$ cat config.mk
export PLATFORM = sky130hd
export DESIGN_NAME = mult_share_arbiter
export DESIGN_NICKNAME = d
export VERILOG_FILES = /design/src/rtl/mult_share_arbiter.sv
export SDC_FILE = /design/constraint.sdc
export NUM_CORES = 1
export LEC_CHECK = 0
export CORE_ASPECT_RATIO = 1.75
export CORE_MARGIN = 4
export CORE_UTILIZATION = 45
export CTS_CLUSTER_SIZE = 10
export DETAILED_ROUTE_END_ITERATION = 8
export PLACE_DENSITY = 0.82
export SYNTH_ARGS = -nofsm -noshare
export SYNTH_HDL_FRONTEND = slang
export SYNTH_SLANG_ARGS = --single-unit
$ cat constraint.sdc
create_clock -name clk -period 3 [get_ports clk]
set_input_delay 0.75 -clock clk [delete_from_list [all_inputs] [get_ports clk]]
set_output_delay 0.75 -clock clk [all_outputs]
set_load 0.02 [all_outputs]
$ cat src/rtl/mult_share_arbiter.sv
// Round-robin arbiter sharing one shift-add unsigned multiplier between NREQ requesters.
// Optional MULT_EARLY_EXIT_EN: RUN ends as soon as the remaining multiplier bits are all zero.
module mult_share_arbiter #(
  parameter int NREQ  = 4,
  parameter int WIDTH = 16
) (
  input  logic                    clk,
  input  logic                    res,
  input  logic [NREQ-1:0]         req,
  input  logic [NREQ*WIDTH-1:0]   arg1_bus,
  input  logic [NREQ*WIDTH-1:0]   arg2_bus,
  output logic [NREQ-1:0]         gnt,
  output logic [NREQ-1:0]         done,
  output logic [2*WIDTH-1:0]      product,
  output logic [$clog2(NREQ)-1:0] owner,
  output logic                    busy
);

  localparam int OW = $clog2(NREQ);
  localparam int CW = $clog2(WIDTH + 1);

  typedef enum logic [1:0] {IDLE, RUN, DONE} state_t;

  state_t             state_q, state_d;
  logic [OW-1:0]      ptr_q, ptr_d;
  logic [OW-1:0]      owner_q, owner_d;
  logic [NREQ-1:0]    gnt_q, gnt_d;
  logic [NREQ-1:0]    done_q, done_d;
  logic [2*WIDTH-1:0] product_q, product_d;
  logic [2*WIDTH-1:0] acc_q, acc_d;
  logic [2*WIDTH-1:0] mcand_q, mcand_d;
  logic [WIDTH-1:0]   mplr_q, mplr_d;
  logic [CW-1:0]      cnt_q, cnt_d;

  logic [WIDTH-1:0]   arg1Arr [NREQ];
  logic [WIDTH-1:0]   arg2Arr [NREQ];
  logic [OW-1:0]      win;
  logic               found;
  int                 scanIdx;
  logic [2*WIDTH-1:0] sum;
  logic               lastEdge;

  for (genvar g = 0; g < NREQ; g++) begin : gUnpack
    assign arg1Arr[g] = arg1_bus[g*WIDTH +: WIDTH];
    assign arg2Arr[g] = arg2_bus[g*WIDTH +: WIDTH];
  end

  // Scan upward from the pointer, wrapping at NREQ (not at a power of two).
  always_comb begin
    win     = '0;
    found   = 1'b0;
    scanIdx = 0;
    for (int k = 0; k < NREQ; k++) begin
      scanIdx = int'(ptr_q) + k;
      if (scanIdx >= NREQ) scanIdx = scanIdx - NREQ;
      if (!found && req[OW'(scanIdx)]) begin
        found = 1'b1;
        win   = OW'(scanIdx);
      end
    end
  end

  always_comb begin
    state_d   = state_q;
    ptr_d     = ptr_q;
    owner_d   = owner_q;
    gnt_d     = gnt_q;
    done_d    = done_q;
    product_d = product_q;
    acc_d     = acc_q;
    mcand_d   = mcand_q;
    mplr_d    = mplr_q;
    cnt_d     = cnt_q;
    sum       = '0;
    lastEdge  = 1'b0;
    case (state_q)
      IDLE: begin
        if (found) begin
          gnt_d   = {{(NREQ-1){1'b0}}, 1'b1} << win;
          owner_d = win;
          mcand_d = {{WIDTH{1'b0}}, arg1Arr[win]};
          mplr_d  = arg2Arr[win];
          acc_d   = '0;
          cnt_d   = '0;
          state_d = RUN;
        end
      end
      RUN: begin
        sum     = acc_q + (mplr_q[0] ? mcand_q : '0);
        acc_d   = sum;
        mcand_d = mcand_q << 1;
        mplr_d  = mplr_q >> 1;
        cnt_d   = cnt_q + 1'b1;
`ifdef MULT_EARLY_EXIT_EN
        lastEdge = (cnt_q == CW'(WIDTH - 1)) || ((mplr_q >> 1) == '0);
`else
        lastEdge = (cnt_q == CW'(WIDTH - 1));
`endif
        if (lastEdge) begin
          product_d = sum;
          done_d    = gnt_q;
          state_d   = DONE;
        end
      end
      DONE: begin
        done_d  = '0;
        gnt_d   = '0;
        ptr_d   = (owner_q == OW'(NREQ - 1)) ? '0 : owner_q + 1'b1;
        state_d = IDLE;
      end
      default: state_d = IDLE;
    endcase
  end

  always_ff @(posedge clk) begin
    if (res) begin
      state_q   <= IDLE;
      ptr_q     <= '0;
      owner_q   <= '0;
      gnt_q     <= '0;
      done_q    <= '0;
      product_q <= '0;
      acc_q     <= '0;
      mcand_q   <= '0;
      mplr_q    <= '0;
      cnt_q     <= '0;
    end else begin
      state_q   <= state_d;
      ptr_q     <= ptr_d;
      owner_q   <= owner_d;
      gnt_q     <= gnt_d;
      done_q    <= done_d;
      product_q <= product_d;
      acc_q     <= acc_d;
      mcand_q   <= mcand_d;
      mplr_q    <= mplr_d;
      cnt_q     <= cnt_d;
    end
  end

  assign gnt     = gnt_q;
  assign done    = done_q;
  assign product = product_q;
  assign owner   = owner_q;
  assign busy    = (state_q != IDLE);

endmodule

Word level (Yosys, flattened, before mapping)
Index checks and enable logic that the tools add are counted.

storage, ports and cells
  flip-flop bits (word level) = 131
  input port bits = 134
  output and inout port bits = 43
  logic and storage cells = 101

operators by class
  $add $sub $neg = 10
  magnitude comparators = 9
  eq/ne operators = 6
  shifts and indexed selects = 1
  mux-type cells = 47
  bitwise logic cells = 1
  reduce and logical (&&, ||, !) cells = 17

operators by type and width
  cell                                                                   number
  32-bit one-hot mux with 2 select lines                                 2
  32-bit two-way mux                                                     3
  16-bit two-way mux                                                     5
  16-bit binary-select mux with 2-bit select                             2
  32-bit adder                                                           1
  16-bit one-hot mux with 2 select lines                                 1
  2-bit two-way mux                                                      11
  2-bit by 4-bit < comparator with 1-bit output (second input constant)  4
  4-bit one-hot mux with 2 select lines                                  2
  3-bit greater-or-equal comparator (second input constant)              4
  1-bit two-way mux                                                      12
  2-bit AND reduction                                                    6
  5-bit one-hot mux with 2 select lines                                  1
  1-bit binary-select mux with 2-bit select                              4
  4-bit two-way mux                                                      2
  2-bit nonzero test                                                     4
  2-bit by 1-bit subtractor with 2-bit output (second input constant)    4
  2-bit by 2-bit adder with 3-bit output (second input constant)         2
  5-bit by 1-bit adder with 5-bit output (second input constant)         1
  5-bit by 4-bit == test with 1-bit output (second input constant)       1
  5-bit two-way mux                                                      1
  2-bit == test (second input constant)                                  2
  2-bit inequality test (second input constant)                          2
  2-bit one-hot mux with 2 select lines                                  1
  other kinds (9)                                                        13

Longest topological paths before layout
Gate-level depths: netlist (run 1).

  word-level depth = 21
  gate-level depth with buffers = 11
  mapped depth without buffers = 10

Least setup slack after synthesis (run 1)
No wires, ideal clock.

  path type = reg2reg
  start point = register mplr_q[0]
  end point = register acc_q[20]
  setup time = 0.117 ns
  arrival time = 2.590 ns
  data required time = 2.883 ns
  slack = 0.293 ns
  stages on the path, launching flop included = 12
  path buffers = 1
  period minus slack after synthesis = 2.707 ns
  cells stage by stage = dfxtp_1 > clkbuf_1 > and2_1 > ha_1 > fa_1 > a211oi_1 > o21ai_0 > a31oi_1 > o21bai_1 > nor2b_1 > or3_1 > a32o_1

on the way
  word-level cells in the longest chain between the ends = 3

RTL lines
  what                                    line  text
  start, declared                         32    logic [WIDTH-1:0] mplr_q, mplr_d;
  start signal, assigned                  136   mplr_q <= mplr_d;
  32-bit two-way mux                      89    sum = acc_q + (mplr_q[0] ? mcand_q : '0);
  32-bit adder                            89
  32-bit one-hot mux with 2 select lines  76    case (state_q)
  end signal, assigned                    123   acc_q <= '0;
  end signal, assigned                    134   acc_q <= acc_d;
  end, declared                           30    logic [2*WIDTH-1:0] acc_q, acc_d;

Every way passes these cells.
A chain may end at the register's enable or synchronous reset.

Final worst setup path (run 1)
  start point = register mplr_q[0]
  end point = register acc_q[26]

Same word-level chain as after synthesis.

==> impl_metrics.tcl, run 1 <==
set metrics [dict create \
    via_count 8472 \
    min_period_ns 2.915 \
    io_pins 177 \
    finalMaxSlewViolations 0 \
    die-area_um2 19870 \
    cts_root_buffer "clkbuf_16" \
    yosysUniqueCellTypes 68 \
    post-route-drc-count 0 \
    grt_overflow_total 0 \
    vdd_drop_max_uv 334.9 \
    core_um2 17110 \
    drtAntennaViolNets 0 \
    final_cells 1442 \
    dr.pass1.iters 5 \
    diodes 0 \
    reg2reg_slack_ns 0.09 \
    worstMarginPinSlew_ns 0.7028 \
    hold_violations 0 \
    critPathArrivalTime_ns 3.25 \
    cts_hold_buf 0 \
    fin_crit_sh_pct 97.16 \
    worstSetupPathType "reg -> reg" \
    hp-start "product[11]" \
    p_per_area_nw_per_um2 419.9 \
    nFillCells 1353 \
    seq_area_frac_synth_pct 33.12 \
    syn_area_um2 7919 \
    power_leakage_nw 4.558 \
    r2r_start "mplr_q[0]" \
    skew_ns 0.008412 \
    grt_pass1_vias 8473 \
    rows 63 \
    h-tree-depth 4 \
    end_kind "register" \
    max-clock-path-buffers 2 \
    seq_area_um2 2623 \
    die_w_um 108.3 \
    cts-buffers-inserted 17 \
    die_y_um 183.5 \
    finalSetupViolCount 0 \
    syn-num-nets 1148 \
    ys.warnings.count 0 \
    place_area_um2 10550 \
    clk_pin_slew_ns 0.06 \
    clkSinkCount 131 \
    synthCells 979 \
    grt_max_degree 58 \
    rsz0062_at_grt "yes" \
    startpoint "mplr_q[0]" \
    dp_hpwl_mm 19.46 \
    fmax_mhz 343.1 \
    grt.total_usage_pct 25.71 \
    hold_depth 2 \
    syn_to_final_growth_pct 42.01 \
    wirelength_mm 25.79 \
    wl_per_cell_um 17.88 \
    multi_input_area_um2 5081 \
    syn_avg_cell_area_um2 8.089 \
    synth_edf_count 0 \
    run_status "complete, no violations" \
    r2r-end "acc_q[26]" \
    grt_antenna_before_repair 0 \
    min_path_type "reg -> reg" \
    ys_seq_elements 131 \
    path_max_fanout 11 \
    drive_gt1_share_pct 17.04 \
    max_slew_margin_pct 52.97 \
    via_per_inst 5.875 \
    io_buffers 176 \
    clk_latency_ns 0.43 \
    synth_flop_cell "dfxtp_1" \
    grt_pass1_wl_mm 40.65 \
    cts_tree "built" \
    reg2reg_depth 14 \
    initial_utilization_pct 46.30 \
    cts_setup_buffers 0 \
    fin_nets 1371 \
    min_to "product[11]" \
    dp_slack_ns -0.02336 \
    async_reset_ff_share_pct 0 \
    start_kind "register" \
    drtIter0Drc 500 \
    dp.cells 1410 \
    postLayoutCellArea_um2 11250 \
    crit_required_ns 3.33 \
    maxCapViolCount 0 \
    gp_congestion 0.9507 \
    setup_slack_ns 0.08530 \
]
report_power, final:
part / internal (W) / leakage [nW] / total [W] / switching (W)
Sequential: 0.00180 / 1.06 / 0.00185 / 0.0000473
Combinational: 0.000381 / 3.20 / 0.000734 / 0.000353
Clock: 0.00125 / 0.289 / 0.00214 / 0.000891
registers in the layout, summed over array words and instances (netlist names), 4 cells and up:
name	flops
gnt	4
done	4
mplr_q	16
acc_q	32
cnt_q	5
mcand_q	32
product	32
worst max-delay path: stages, from the launching register on:
cell and delay [ns]:
dfxtp_1 0.33, buf_12 0.13, buf_12 0.13, and2_1 0.13, ha_1 0.21, buf_4 0.15
a21o_1 0.20, o21bai_2 0.21, a311oi_2 0.27, buf_4 0.20, a211oi_2 0.09, buf_4 0.16
o21a_1 0.19, o21a_1 0.19, o31ai_1 0.23
layout make-up:
cell class | count | area share, %
multi-input combinational | 758 | 45.18
sequential | 131 | 23.32
timing repair buffer | 278 | 23.12
clock buffer | 17 | 3.783
tap | 227 | 2.526
clock inverter | 15 | 1.535
inverter | 16 | 0.5340
cell usage in the layout, fill, tap and decap left out, types with 6 or more instances in the layout:
cell type	n
nor3_1	8
a211oi_1	7
buf_12	6
a31oi_1	6
ha_1	33
or3_1	8
a211o_1	6
clkdlybuf4s50_1	175
o211ai_1	36
a21oi_1	116
and3_1	8
buf_4	97
o21ai_0	30
clkbuf_16	17
inv_1	16
nand2_1	118
nor2_1	36
nand3_1	71
a21o_1	16
a22oi_1	32
dfxtp_1	131
o31ai_1	9
and2_1	36
xnor2_1	8
mux2i_1	33
xor2_1	8
o21a_1	6
mux2_2	32
or2_2	6
nand4_1	7
repair_timing:
action	4_1_cts	5_1_grt
gates resized for setup	1	25
setup endpoints to repair	1	27
pin swaps	0	5
layer usage:
layer  track usage [%]  share of wire, %
met5                 0                 0
met4             16.23               5.8
met3             4.429               5.2
met2             49.15                55
met1             24.70                34
through the flow:
| step | total power, W | TNS [ns] | hold WS, ns | utilization, % |
|---|---|---|---|---|
| 6_report | 0.004722 | 0 | 0.4549 | 65.75 |
| 5_1_grt | 0.004852 | -0.02080 | 0.4838 | 65.75 |
| 3_3_place_gp | 0.002595 | -0.004534 | 0.4448 | 61.68 |
| 3_5_place_dp | 0.002610 | -0.02336 | 0.4498 | 61.68 |
| 2_1_floorplan | 0.002243 | 0 | 0.4315 | - |
| 4_1_cts | 0.004730 | 0 | 0.4581 | 65.18 |
worst max path at each step:
stage | endpoint | cells after the start
floorplan | acc_q[20] | 11
global placement | product[21] | 12
detailed placement | product[21] | 12
CTS | acc_q[26] | 12
global route | product[24] | 12
finish | acc_q[26] | 14
cells by family (layout without fill, tap and decap cells):
group,count (synthesis),after routing,synth area share (%)
flip-flops,131,131,33.12
AND/OR/NAND/NOR,323,323,19.72
buffers and inverters,90,326,4.582
XOR/XNOR,16,16,1.770
AO/OA/AOI/OAI,319,319,26.47
multiplexers,65,65,8.722
adder cells (fa/ha/maj),35,35,5.625
cell usage after synthesis (3+ instances only):
cell type    n  area (um^2)
a22oi_1     32        240.2
inv_1       16        60.06
buf_1       11        41.29
nor2_1      37        138.9
nand4_1      7        43.79
a31oi_1      9        56.30
nand2b_1     4        25.02
xor2_1       8        70.07
and3_1       8        50.05
xnor2_1      8        70.07
clkbuf_1    52        195.2
nand2_1    118        442.9
mux2i_1     33        330.3
buf_2        8        40.04
nor2b_1      4        25.02
a21boi_0     4        30.03
a32oi_1      4        35.03
or3_1        8        50.05
a21oi_1    119        595.6
a32o_1       3        30.03
o31ai_1     11        82.58
ha_1        34        425.4
dfxtp_1    131         2623
a211oi_1     9        67.56
a21o_1      16        120.1
mux2_2      32        360.4
and4_1       4        35.03
a211o_1      6        52.55
or2_2        6        37.54
and2_1      36        225.2
o211ai_1    36        270.3
nand3_1     71        355.3
o21ai_0     34        170.2
nor3_1       8        40.04
o21a_1       6        45.04
o21bai_1     4        30.03
(Power assumes the default switching activity.)
==> run 2, diff against run 1 <==
--- a/config.mk
+++ b/config.mk
@@ -10,6 +10,7 @@
 export CORE_UTILIZATION = 45
 export CTS_CLUSTER_SIZE = 10
 export DETAILED_ROUTE_END_ITERATION = 8
+export GPL_ROUTABILITY_DRIVEN = 0
 export PLACE_DENSITY = 0.82
 export SYNTH_ARGS = -nofsm -noshare
 export SYNTH_HDL_FRONTEND = slang
==> run 2 against run 1 <==
Net effect: global-route usage fell by 1.2 points; cell count down 0.97%; power is 1.0% higher; critical path depth down 2; first-iteration DRC count decreased by 27%; via count decreased by 0.81%; final area fell by 1.5%; count of clock-buffer cells in the layout stayed put; largest cell class unchanged.
==> impl_metrics.tcl, run 2 (same netlist as run 1, synthesis figures left out) <==
set metrics [dict create \
    run_status "complete, no violations" \
    vdd_drop_max_uv 284.9 \
    most-common-layout-cells "clkdlybuf4s50_1 (175), dfxtp_1 (131), nand2_1 (118), a21oi_1 (118), buf_4 (84)" \
    end_kind "register" \
    core_um2 17110 \
    min_period_ns 2.898 \
    min_path_type "reg -> reg" \
    finalSetupViolCount 0 \
    p_per_area_nw_per_um2 430.8 \
    max-clock-path-buffers 2 \
    finalMaxSlewViolations 0 \
    slowest_delay_ns 0.52 \
    seq_area_um2 2623 \
    clkSinkCount 131 \
    initial_utilization_pct 46.30 \
    dp_slack_ns 0.03277 \
    cts_hold_buf 0 \
    slowest_stage "or4_1" \
    max_slew_margin_pct 59.10 \
    fin_crit_sh_pct 96.60 \
    setup_slack_ns 0.1019 \
    wirelength_mm 24.64 \
    drtAntennaViolNets 0 \
    dr.pass1.iters 6 \
    rsz0062_at_grt "no" \
    drive_gt1_share_pct 15.07 \
    grt_max_degree 67 \
    syn_to_final_growth_pct 39.85 \
    io_pins 177 \
    die_y_um 183.5 \
    via_count 8403 \
    worstSetupPathType "reg -> reg" \
    wl_per_cell_um 17.25 \
    final_common_cell "clkdlybuf4s50_1" \
    cts_root_buffer "clkbuf_16" \
    critPathArrivalTime_ns 3.27 \
    start_kind "register" \
    final_core_util_pct 64.74 \
    dp_hpwl_mm 18.63 \
    drtIter0Drc 365 \
    skew_ns 0.008451 \
    crit_required_ns 3.38 \
    via_per_inst 5.884 \
    cts_tree "built" \
    hold_violations 0 \
    grt_overflow_total 0 \
    worstMarginPinSlew_ns 0.6112 \
    diodes 0 \
    power_leakage_nw 4.469 \
    post-route-drc-count 0 \
    nFillCells 1363 \
    h-tree-depth 4 \
    die-area_um2 19870 \
    grt_antenna_before_repair 0 \
    rows 63 \
    maxCapViolCount 0 \
    fmax_mhz 345.1 \
    fin_setup_tns_ns 0 \
    grt_pass1_wl_mm 38.90 \
    grt_pass1_vias 8319 \
    die_w_um 108.3 \
    io_buffers 176 \
    multi_input_area_um2 5004 \
    clk_pin_slew_ns 0.06 \
    crit_chain "buf_12 > buf_4 > and2_1 > ha_1 > buf_4 > o21ai_0 > o21ai_0 > a21boi_0 > nand4b_1 > a21oi_1 > or4_1 > nand3_1" \
    clk_latency_ns 0.43 \
    grt.total_usage_pct 24.55 \
    cts-buffers-inserted 17 \
    fin_nets 1357 \
    path_max_fanout 14 \
]
==> run 2: critical path, delay by kind of cell (launching register included) <==
family | cells | cell delay (ns)
compound gates | 4 | 0.77
fa+ha+maj | 1 | 0.38
buf+inv | 3 | 0.45
flops | 1 | 0.32
simple gates | 4 | 0.92
==> run 2: power by group <==
group | internal (W) | total (W) | switching (W)
logic | 0.000378 | 0.000728 | 0.000350
clock network | 0.00133 | 0.00220 | 0.000868
registers | 0.00180 | 0.00184 | 0.0000433
==> run 2: through the flow <==
stage          hold WS, ns  std cells  area (um^2)  power [W]
6_report            0.4542       1428        11070   0.004771
3_5_place_dp        0.4485       1394        10420   0.002600
5_1_grt             0.4774       1428        11070   0.004930
3_3_place_gp        0.4434       1394        10420   0.002587
4_1_cts             0.4567       1426        11040   0.004786
2_1_floorplan       0.4315        979         7919   0.002243
==> run 2: area by class of cell <==
| type | instances | share of cell area (%) |
|---|---|---|
| clock buffers | 17 | 3.841 |
| clock inverters | 15 | 1.774 |
| inverters | 16 | 0.5423 |
| multi-input cells | 758 | 45.18 |
| flip-flops and latches | 131 | 23.68 |
| well taps | 227 | 2.565 |
| repair buffers | 264 | 22.42 |
==> run 2: per-layer routing <==
layer  vias to the layer above  wire length (um)  track usage (%)
li1                       4041                 -                -
met1                      3907              8582            23.30
met2                       359             13070            45.81
met3                        96              1436            4.780
met4                         0              1543            17.59
met5                         -                 0                0
==> run 2: final timing paths <==
check / from / endpoint / slack [ns] / depth (start not counted)
hold reg to reg: product[14] / product[14] / 0.45 / 2
setup / recovery: mplr_q[0] / acc_q[31] / 0.10 / 12
hold / removal: product[14] / product[14] / 0.45 / 2
setup reg to reg: mplr_q[0] / acc_q[31] / 0.10 / 12
==> run 2: timing repair <==
| action | 4_1_cts | 5_1_grt |
|---|---|---|
| gates resized for setup | 0 | 5 |
| buffers inserted | 0 | 2 |
| setup endpoints to repair | 0 | 18 |
==> run 3, diff against run 2 <==
--- a/config.mk
+++ b/config.mk
@@ -11,7 +11,7 @@
 export CTS_CLUSTER_SIZE = 10
 export DETAILED_ROUTE_END_ITERATION = 8
 export GPL_ROUTABILITY_DRIVEN = 0
-export PLACE_DENSITY = 0.82
+export PLACE_DENSITY = 0.74
 export SYNTH_ARGS = -nofsm -noshare
 export SYNTH_HDL_FRONTEND = slang
 export SYNTH_SLANG_ARGS = --single-unit
==> run 3 against run 2 <==
Net effect: critical path depth fell by 2; sequential power barely moved; largest cell class unchanged; wire length fell by 0.44%; utilization rose by 0.70 points; register-to-register slack barely moved; die area did not move.
==> impl_metrics.tcl, run 3 (same netlist as run 1, synthesis figures left out) <==
set metrics [dict create \
    wirelength_mm 24.53 \
    drive_gt1_share_pct 16.07 \
    cp.buffers_inverters 1 \
    cts-buffers-inserted 17 \
    wl_met2_mm 13.35 \
    cts_root_buffer "clkbuf_16" \
    clk_pin_slew_ns 0.06 \
    critPathArrivalTime_ns 3.21 \
    p_sw_share_pct 25.81 \
    core_um2 17110 \
    worstMarginPinSlew_ns 0.8855 \
    syn_to_final_growth_pct 41.37 \
    routed.top_layer "met4" \
    clk_latency_ns 0.42 \
    fmax_mhz 343.5 \
    finalMaxSlewViolations 0 \
    internal_power_w 0.003521 \
    hold_violations 0 \
    die_w_um 108.3 \
    fin_crit_sh_pct 97.03 \
    dp.cells 1401 \
    initial_utilization_pct 46.30 \
    most-common-layout-cells "clkdlybuf4s50_1 (175), dfxtp_1 (131), nand2_1 (118)" \
    pwr-share-comb_pct 15.2 \
    wl_per_cell_um 17.10 \
    grt_max_degree 82 \
    drtIter0Drc 401 \
    final_common_cell "clkdlybuf4s50_1" \
    rows 63 \
    finalSetupViolCount 0 \
    p_per_area_nw_per_um2 423.9 \
    worstSetupPathType "reg -> reg" \
    postLayoutCellArea_um2 11190 \
    io_buffers 176 \
    grt.total_usage_pct 24.57 \
    slowest_delay_ns 0.43 \
    h-tree-depth 4 \
    maxCapViolCount 0 \
    clkPwrFrac_pct 45.9 \
    via_count 8257 \
    place_area_um2 10470 \
    start_kind "register" \
    run_status "complete, no violations" \
    final_core_util_pct 65.45 \
    final_cells 1434 \
    drt-met1-wl_mm 8.726 \
    slowest_stage "a211oi_2" \
    grt_pass1_vias 8449 \
    rsz0062_at_grt "yes" \
    skew_ns 0.01122 \
    crit_chain "buf_6 > and2_1 > ha_1 > a21oi_1 > o21ai_0 > a211oi_2 > nand4b_1 > a21oi_1 > xor2_1 > o21ai_0" \
    dp_hpwl_mm 18.58 \
    p_seq_share_pct 38.9 \
    diodes 0 \
    switching_power_w 0.001225 \
    fin_nets 1363 \
    critPathTopFamily "compound AO/OA/AOI/OAI gates" \
    grt_antenna_before_repair 0 \
    clkSinkCount 131 \
    grt_overflow_total 0 \
    cts_hold_buf 0 \
    wl_met3_mm 1.166 \
    crit_required_ns 3.30 \
    die_y_um 183.5 \
    min_period_ns 2.911 \
    power_leakage_nw 4.487 \
    cts_tree "built" \
    path_max_fanout 18 \
    dr.pass1.iters 7 \
    via_per_inst 5.758 \
    max_slew_margin_pct 40.96 \
    min_path_type "reg -> reg" \
    max-clock-path-buffers 2 \
    drtAntennaViolNets 0 \
    hold_ws_ns 0.4518 \
    io_pins 177 \
    grt_pass1_wl_mm 39.29 \
    vdd_drop_max_uv 297.5 \
    end_kind "register" \
    post-route-drc-count 0 \
    die-area_um2 19870 \
]
## run 3: final timing paths
check	startpoint	endpoint	slack, ns	cells after the start
hold / removal	product[3]	product[3]	0.45	2
setup reg to reg	mplr_q[0]	acc_q[27]	0.09	10
hold reg to reg	product[3]	product[3]	0.45	2
setup / recovery	mplr_q[0]	acc_q[27]	0.09	10
## run 3: routing by layer
layer	vias up	track usage (%)
met3	72	3.128
li1	4019	-
met4	0	14.76
met2	288	47.21
met1	3878	24.39
met5	-	0
## run 3: final cells by class
| cell class | count | area (um^2) |
|---|---|---|
| timing repair buffer | 270 | 2531 |
| multi-input combinational | 758 | 5079 |
| fill | 1452 | 5911 |
| tap | 227 | 284.0 |
| clock buffer | 19 | 442.9 |
| clock inverter | 13 | 175.2 |
| sequential | 131 | 2623 |
| inverter | 16 | 60.06 |
## run 3: timing repair
action | CTS | global route
pin swaps | 0 | 3
resized for setup | 1 | 14
buffers inserted | 0 | 1
setup endpoints to repair | 2 | 14
## run 3: per-stage QoR
step	power, W	setup WS [ns]	TNS [ns]
global placement	0.002589	-0.1169	-0.1863
global route	0.004901	-0.02126	-0.02812
detailed placement	0.002599	-0.1368	-0.4770
CTS	0.004759	0.03491	0
floorplan	0.002243	0.2930	0
finish	0.004746	0.08911	0
## run 3: power by group through the flow
stage / Clock (W) / Sequential (W) / Combinational, W
floorplan: 0 / 0.00187 / 0.000370
global placement: 0 / 0.00188 / 0.000706
detailed placement: 0 / 0.00188 / 0.000716
CTS: 0.00219 / 0.00185 / 0.000720
global route: 0.00226 / 0.00185 / 0.000783
finish: 0.00218 / 0.00185 / 0.000722
## run 3: tightest hold or removal path, stage by stage, from the launching register on
cell and delay (ns):
dfxtp_1 0.31, nand2_1 0.05, a21oi_1 0.05
